<file path="src/rtl/loader_pkg.sv">
// Shared FSM states, stream framing constants and address helper for imem_loader.
// Pure declarations: no logic, no latency.
package loader_pkg;

    localparam int LEN_BYTES      = 2;
    localparam int BYTES_PER_WORD = 4;
    localparam int WORD_WIDTH     = 32;

    typedef enum logic [2:0] {
        IDLE   = 3'd0,
        LEN_HI = 3'd1,
        LEN_LO = 3'd2,
        DATA   = 3'd3,
        WRITE  = 3'd4,
        CSUM   = 3'd5,
        DONE   = 3'd6,
        ERROR  = 3'd7
    } state_t;

    // Byte address of word 'index'; 32-bit arithmetic wraps modulo 2^32.
    function automatic logic [31:0] word_addr(input logic [31:0] base, input logic [31:0] index);
        return base + (index << 2);
    endfunction

endpackage

</file>
<file path="src/rtl/word_assembler.sv">
// Big-endian byte-to-word assembler: flags the byte that completes a word, same cycle.
// No backpressure of its own; the caller only raises i_byte_vld on accepted bytes.
module word_assembler
    import loader_pkg::*;
(
    input  logic                  i_clk,
    input  logic                  i_rst,
    input  logic                  i_clear,
    input  logic                  i_byte_vld,
    input  logic [7:0]            i_byte_dat,
    output logic [WORD_WIDTH-1:0] o_word,
    output logic                  o_word_complete
);

    localparam int CNT_W = $clog2(BYTES_PER_WORD);

    // Three bytes are buffered; the fourth is appended combinationally so the
    // full word is available on the edge that accepts it.
    logic [WORD_WIDTH-9:0] r_shift;
    logic [CNT_W-1:0]      r_cnt;

    assign o_word          = {r_shift, i_byte_dat};
    assign o_word_complete = i_byte_vld && (r_cnt == CNT_W'(BYTES_PER_WORD - 1));

    always_ff @(posedge i_clk or posedge i_rst) begin
        if (i_rst) begin
            r_shift <= '0;
            r_cnt   <= '0;
        end else if (i_clear) begin
            r_shift <= '0;
            r_cnt   <= '0;
        end else if (i_byte_vld) begin
            r_shift <= o_word[WORD_WIDTH-9:0];
            r_cnt   <= r_cnt + CNT_W'(1);
        end
    end

endmodule

</file>
<file path="src/rtl/imem_loader.sv">
// Serial program loader: length-prefixed big-endian words into instruction memory, 5 cycles/word min.
// rx_ready only in LEN_HI/LEN_LO/DATA/CSUM; LOADER_CHECKSUM_EN adds a trailing XOR checksum byte.
module imem_loader
    import loader_pkg::*;
#(
    parameter logic [31:0] BASE_ADDR = 32'h0000_0000,
    parameter int          MAX_WORDS = 256
) (
    input  logic        clock,
    input  logic        reset,
    input  logic        start,
    input  logic [7:0]  rx_data,
    input  logic        rx_valid,
    output logic        rx_ready,
    output logic        mem_write_enabled,
    output logic [31:0] mem_address,
    output logic [31:0] mem_data,
    output logic        cpu_reset,
    output logic        done,
    output logic        err_overflow,
    output logic        err_checksum
);

    localparam int IDX_W = $clog2(MAX_WORDS + 1);
    localparam int LEN_W = 8 * LEN_BYTES;

`ifdef LOADER_CHECKSUM_EN
    localparam state_t END_STATE = CSUM;
`else
    localparam state_t END_STATE = DONE;
`endif

    state_t                r_state;
    logic [7:0]            r_len_hi;
    logic [IDX_W-1:0]      r_len;
    logic [IDX_W-1:0]      r_index;
    logic [31:0]           r_mem_address;
    logic [31:0]           r_mem_data;
    logic                  r_err_overflow;

    logic                  w_xfer;
    logic                  w_byte_vld;
    logic                  w_start_load;
    logic [LEN_W-1:0]      w_len;
    logic                  w_too_long;
    logic [IDX_W-1:0]      w_idx_inc;
    logic [WORD_WIDTH-1:0] w_word;
    logic                  w_word_complete;

    assign rx_ready = (r_state == LEN_HI) || (r_state == LEN_LO) ||
                      (r_state == DATA)   || (r_state == CSUM);
    assign w_xfer       = rx_valid && rx_ready;
    assign w_byte_vld   = w_xfer && (r_state == DATA);
    assign w_start_load = start && ((r_state == IDLE) || (r_state == DONE) || (r_state == ERROR));
    assign w_len        = {r_len_hi, rx_data};
    assign w_too_long   = 32'(w_len) > 32'(MAX_WORDS);
    assign w_idx_inc    = r_index + IDX_W'(1);

    assign mem_write_enabled = (r_state == WRITE);
    assign mem_address       = r_mem_address;
    assign mem_data          = r_mem_data;
    assign done              = (r_state == DONE);
    assign cpu_reset         = (r_state != DONE);
    assign err_overflow      = r_err_overflow;

    word_assembler u_word_assembler (
        .i_clk           (clock),
        .i_rst           (reset),
        .i_clear         (w_start_load),
        .i_byte_vld      (w_byte_vld),
        .i_byte_dat      (rx_data),
        .o_word          (w_word),
        .o_word_complete (w_word_complete)
    );

`ifdef LOADER_CHECKSUM_EN
    logic [7:0] r_csum;
    logic       r_err_checksum;

    always_ff @(posedge clock or posedge reset) begin
        if (reset) begin
            r_csum         <= '0;
            r_err_checksum <= 1'b0;
        end else if (w_start_load) begin
            r_csum         <= '0;
            r_err_checksum <= 1'b0;
        end else begin
            if (w_byte_vld) begin
                r_csum <= r_csum ^ rx_data;
            end
            if ((r_state == CSUM) && w_xfer && (rx_data != r_csum)) begin
                r_err_checksum <= 1'b1;
            end
        end
    end

    assign err_checksum = r_err_checksum;
`else
    assign err_checksum = 1'b0;
`endif

    always_ff @(posedge clock or posedge reset) begin
        if (reset) begin
            r_state        <= IDLE;
            r_len_hi       <= '0;
            r_len          <= '0;
            r_index        <= '0;
            r_mem_address  <= BASE_ADDR;
            r_mem_data     <= '0;
            r_err_overflow <= 1'b0;
        end else begin
            case (r_state)
                IDLE, DONE, ERROR: begin
                    if (start) begin
                        r_state        <= LEN_HI;
                        r_index        <= '0;
                        r_err_overflow <= 1'b0;
                    end
                end
                LEN_HI: begin
                    if (w_xfer) begin
                        r_len_hi <= rx_data;
                        r_state  <= LEN_LO;
                    end
                end
                LEN_LO: begin
                    if (w_xfer) begin
                        r_len <= w_len[IDX_W-1:0];
                        if (w_too_long) begin
                            r_state        <= ERROR;
                            r_err_overflow <= 1'b1;
                        end else if (w_len == '0) begin
                            r_state <= END_STATE;
                        end else begin
                            r_state <= DATA;
                        end
                    end
                end
                DATA: begin
                    if (w_word_complete) begin
                        r_state       <= WRITE;
                        r_mem_address <= word_addr(BASE_ADDR, 32'(r_index));
                        r_mem_data    <= w_word;
                    end
                end
                WRITE: begin
                    r_index <= w_idx_inc;
                    r_state <= (w_idx_inc == r_len) ? END_STATE : DATA;
                end
                CSUM: begin
`ifdef LOADER_CHECKSUM_EN
                    if (w_xfer) begin
                        r_state <= (rx_data == r_csum) ? DONE : ERROR;
                    end
`else
                    r_state <= DONE;
`endif
                end
                default: r_state <= IDLE;
            endcase
        end
    end

endmodule
</file>
<file path="config.mk">
export PLATFORM = sky130hd
export DESIGN_NAME = imem_loader
export DESIGN_NICKNAME = d
export VERILOG_FILES = /design/src/rtl/loader_pkg.sv /design/src/rtl/word_assembler.sv /design/src/rtl/imem_loader.sv
export SDC_FILE = /design/constraint.sdc
export NUM_CORES = 1
export LEC_CHECK = 0
export CORE_MARGIN = 2
export CORE_UTILIZATION = 40
export CTS_CLUSTER_DIAMETER = 30
export DETAILED_ROUTE_END_ITERATION = 12
export HOLD_SLACK_MARGIN = 0.1
export PLACE_DENSITY_LB_ADDON = 0.12
export SLEW_MARGIN = 25
export SYNTH_ARGS = -nofsm -noshare
export SYNTH_HDL_FRONTEND = slang
export SYNTH_SLANG_ARGS = --single-unit
</file>
<file path="constraint.sdc">
create_clock -name clock -period 5.8 [get_ports clock]
set_clock_uncertainty 0.15 [all_clocks]
set_input_delay 0.58 -clock clock [delete_from_list [all_inputs] [get_ports clock]]
set_output_delay 0.58 -clock clock [all_outputs]
set_load 0.02 [all_outputs]
</file>
==> out/metrics.csv <==
stage,metric,value,unit
route,drt_iter0_drc,142,
pwr,swShare,0.3500,
worst_setup_path,cp-start-kind,flip-flop,
logic_synthesis,synth_cell_type_count,53,
sta,tns,0,ns
place,portBuffers,57,
sta,rsz0062_at_grt,false,
pwr,leakagePower,2.434,nW
pwr,p_seq_frac,0.424,
worst_setup_path,timing.rr.start,r_state[1],
place,dp_slack,2.336,ns
logic_synthesis,syn-instance-count,403,
floorplanning,die_area,12160,sq um
cells_and_area,area_growth,18.39,%
worst_setup_path,cp-startpoint,r_state[1],
cts,ctsHoldBuffers,0,
flow_run,cap_viol_max_count,0,
place,place_area,5055,sq um
worst_setup_path,cp.arrival,2.46,ns
worst_setup_path,rrSetupSlack,3.18,ns
logic_synthesis,synthAdderAreaFrac,0.005539,
sta,hold_viol,0,
cells_and_area,final_layout_size_suffix_gt1_frac,0.1868,
sta,setup_viol,0,
sta,postLayoutSetupSlackWorst,2.607,ns
cts,cts_num_sinks,97,
worst_setup_path,r2r_cells,4,
logic_synthesis,synthMuxAreaShare,0.1446,
global_routing,grt_max_degree,69,
floorplanning,dieHeight,110.3,um
pwr,internal_power,0.001759,W
place,dp_cells,579,
worst_setup_path,critPathCapture,mem_write_enabled,
global_routing,overflow,0,
logic_synthesis,avgSynthCellArea,11.21,sq um
pwr,power.density,505.8,nW/um^2
pwr,power,0.002706,W
cells_and_area,final_cell_mix,"dfrtp_1 (97), nand2_1 (63), clkdlybuf4s50_1 (57)",
outcome,status,"finished, final reports clean",
route,viasPerCell,4.978,
route,first_pass_iters,4,
cells_and_area,fin_nets,464,
cells_and_area,fin_cells,595,
cts,cts_resized,0,
sta,clock.fmax,313.2,MHz
logic_synthesis,ys_async_sr_fraction,1.000,
cts,htree_levels,3,
logic_synthesis,synth_seq_cells,97,
pwr,max-vdd-ir-drop,0.2077,mV
cells_and_area,layout_commonest_cell,dfrtp_1,
logic_synthesis,ys_seq_area_frac,0.5372,
sta,min_period,3.193,ns
route,vias,2962,
cts,clk_pin_slew,0.07,ns
cts,cts_buffers,9,
logic_synthesis,ys_warn_count,0,
floorplanning,ios,82,
cells_and_area,final_area,5349,sq um
sta,tightest_slew,0.8544,ns
logic_synthesis,syn_area,4518,sq um
place,hpwl,5760,um
logic_synthesis,synth-xor-area-share,0.01939,
cts,cts_setup_buffers,0,
pwr,power_frac_clock,0.212,
global_routing,track_usage,0.1612,
worst_setup_path,timing.rr.end,mem_address[10],
pwr,p_sw,0.0009470,W
min_path,worstHoldPathType,flip-flop to flip-flop,
floorplanning,rows,38,
logic_synthesis,synth_edf_count,0,
cells_and_area,antennaDiodeCount,0,
logic_synthesis,synth_compound_area_frac,0.08031,
pwr,pwr-share-comb,0.364,
logic_synthesis,synth_top_family_by_area,multiplexers,
cts,cts_root_buf,clkbuf_16,
cts,cts_buffer_depth,2,
cts,clkLatencyLatePin,0.35,ns
place,place_congestion,0.8083,
worst_setup_path,worstPathRequired,5.07,ns
floorplanning,die_w,110.3,um
floorplanning,core,10940,sq um
floorplanning,start_util,0.4132,
global_routing,grt_pass1_vias,2849,
route,ant_nets,0,
route,wl,8895,um
global_routing,antenna_found_initial,0,
worst_setup_path,worstPathMaxFanout,18,
logic_synthesis,synth-simple-area-share,0.1349,
global_routing,grt_pass1_wl,14870,um
worst_setup_path,end_kind,output pin,
sta,fin_crit_sh,0.5506,
cts,cts_tree,yes,
route,post_drt_wl_per_cell,14.95,um
worst_setup_path,critPathKind,flip-flop to output pin,
route,drc_errors,0,
sta,slew_viol_final,0,
logic_synthesis,synthFlopType,dfrtp_1,
sta,relSlewSlack,0.4304,
[cell type report]
cell class	count	area, sq um
Clock buffer	11	252.7
Tap cell	140	175.2
Inverter	8	32.53
Clock inverter	5	36.28
Sequential cell	97	2427
Fill cell	1025	5587
Multi-Input combinational cell	275	1839
Timing Repair Buffer	59	585.6
[power by group through the flow]
stage                     logic, W  registers [W]  clock network (W)
after floorplan           0.000596        0.00122                  0
after global placement    0.000977        0.00116                  0
after detailed placement  0.000991        0.00116                  0
after CTS                 0.000996        0.00115           0.000595
after global routing       0.00108        0.00119           0.000623
final                     0.000985        0.00115           0.000575
[kinds of logic (layout without fill, tap and decap cells)]
kind of cell | Yosys count | count (layout)
compound gates | 62 | 62
xor+xnor | 10 | 10
fa+ha+maj | 2 | 2
buf+inv | 54 | 83
flops | 97 | 97
mux | 58 | 58
other cells | 1 | 24
simple gates | 119 | 119
[registers in the layout, summed over array words and instances, names as in the netlist]
name                      count
r_len                         9
r_index                       9
r_len_hi                      8
mem_data                     32
r_state                       3
err_overflow                  1
mem_address                   9
u_word_assembler.r_shift     24
u_word_assembler.r_cnt        2
[worst max-delay path, stage by stage (launching register included)]
cell and delay [ns]:
dfrtp_1 0.59, nor2_1 0.17, nand2_1 0.23, inv_1 0.43, clkdlybuf4s50_1 0.69
[metrics by stage]
stage               hold slack, ns  utilization
finish                      0.3395       0.4891
global route                0.3695       0.4891
CTS                         0.3456       0.4887
detailed placement          0.3299       0.4622
global placement            0.3212       0.4622
floorplan                   0.3080            -
[worst min path at each step]
| stage | startpoint | endpoint | slack, ns | cells past startpoint |
|---|---|---|---|---|
| floorplan | u_word_assembler.r_shift[20] | mem_data[28] | 0.31 | 1 |
| global route | mem_address[9] | mem_address[9] | 0.37 | 1 |
| CTS | mem_data[30] | mem_data[30] | 0.35 | 1 |
| detailed placement | mem_data[30] | mem_data[30] | 0.33 | 1 |
| finish | u_word_assembler.r_shift[21] | mem_data[29] | 0.34 | 1 |
| global placement | u_word_assembler.r_shift[21] | mem_data[29] | 0.32 | 1 |
[layer usage]
layer,GRT usage,vias up,routed length [um]
li1,-,1429,-
met1,0.2366,1452,4494
met2,0.2257,75,3863
met3,0.05350,6,443
met4,0.04821,0,93
met5,0,-,0
[Yosys cell counts, types with 2 or more instances]
library cell  instances  area, sq um
nor2_2                2        12.51
nand3_1               7        35.03
a211oi_1              2        15.01
dfrtp_1              97         2427
o31ai_1               2        15.01
nor2_1               11        41.29
nor4_2                2        25.02
or3_1                 3        18.77
o21a_1                2        15.01
mux2_2               47        529.3
buf_6                 4        45.04
a21oi_1              29        145.1
and3_1                3        18.77
mux2_1               11        123.9
buf_4                27        202.7
xor2_1                3        26.28
nand3b_1              2        15.01
nor3_1                2        10.01
inv_1                 8        30.03
xnor2_1               7        61.31
nor2b_1               3        18.77
nand4_1               6        37.54
o21ai_0              15        75.07
ha_1                  2        25.02
o22ai_1               2        12.51
nand2_1              64        240.2
buf_2                12        60.06
clkbuf_1              3        11.26
No activity file was read; power rests on OpenSTA's default activity.
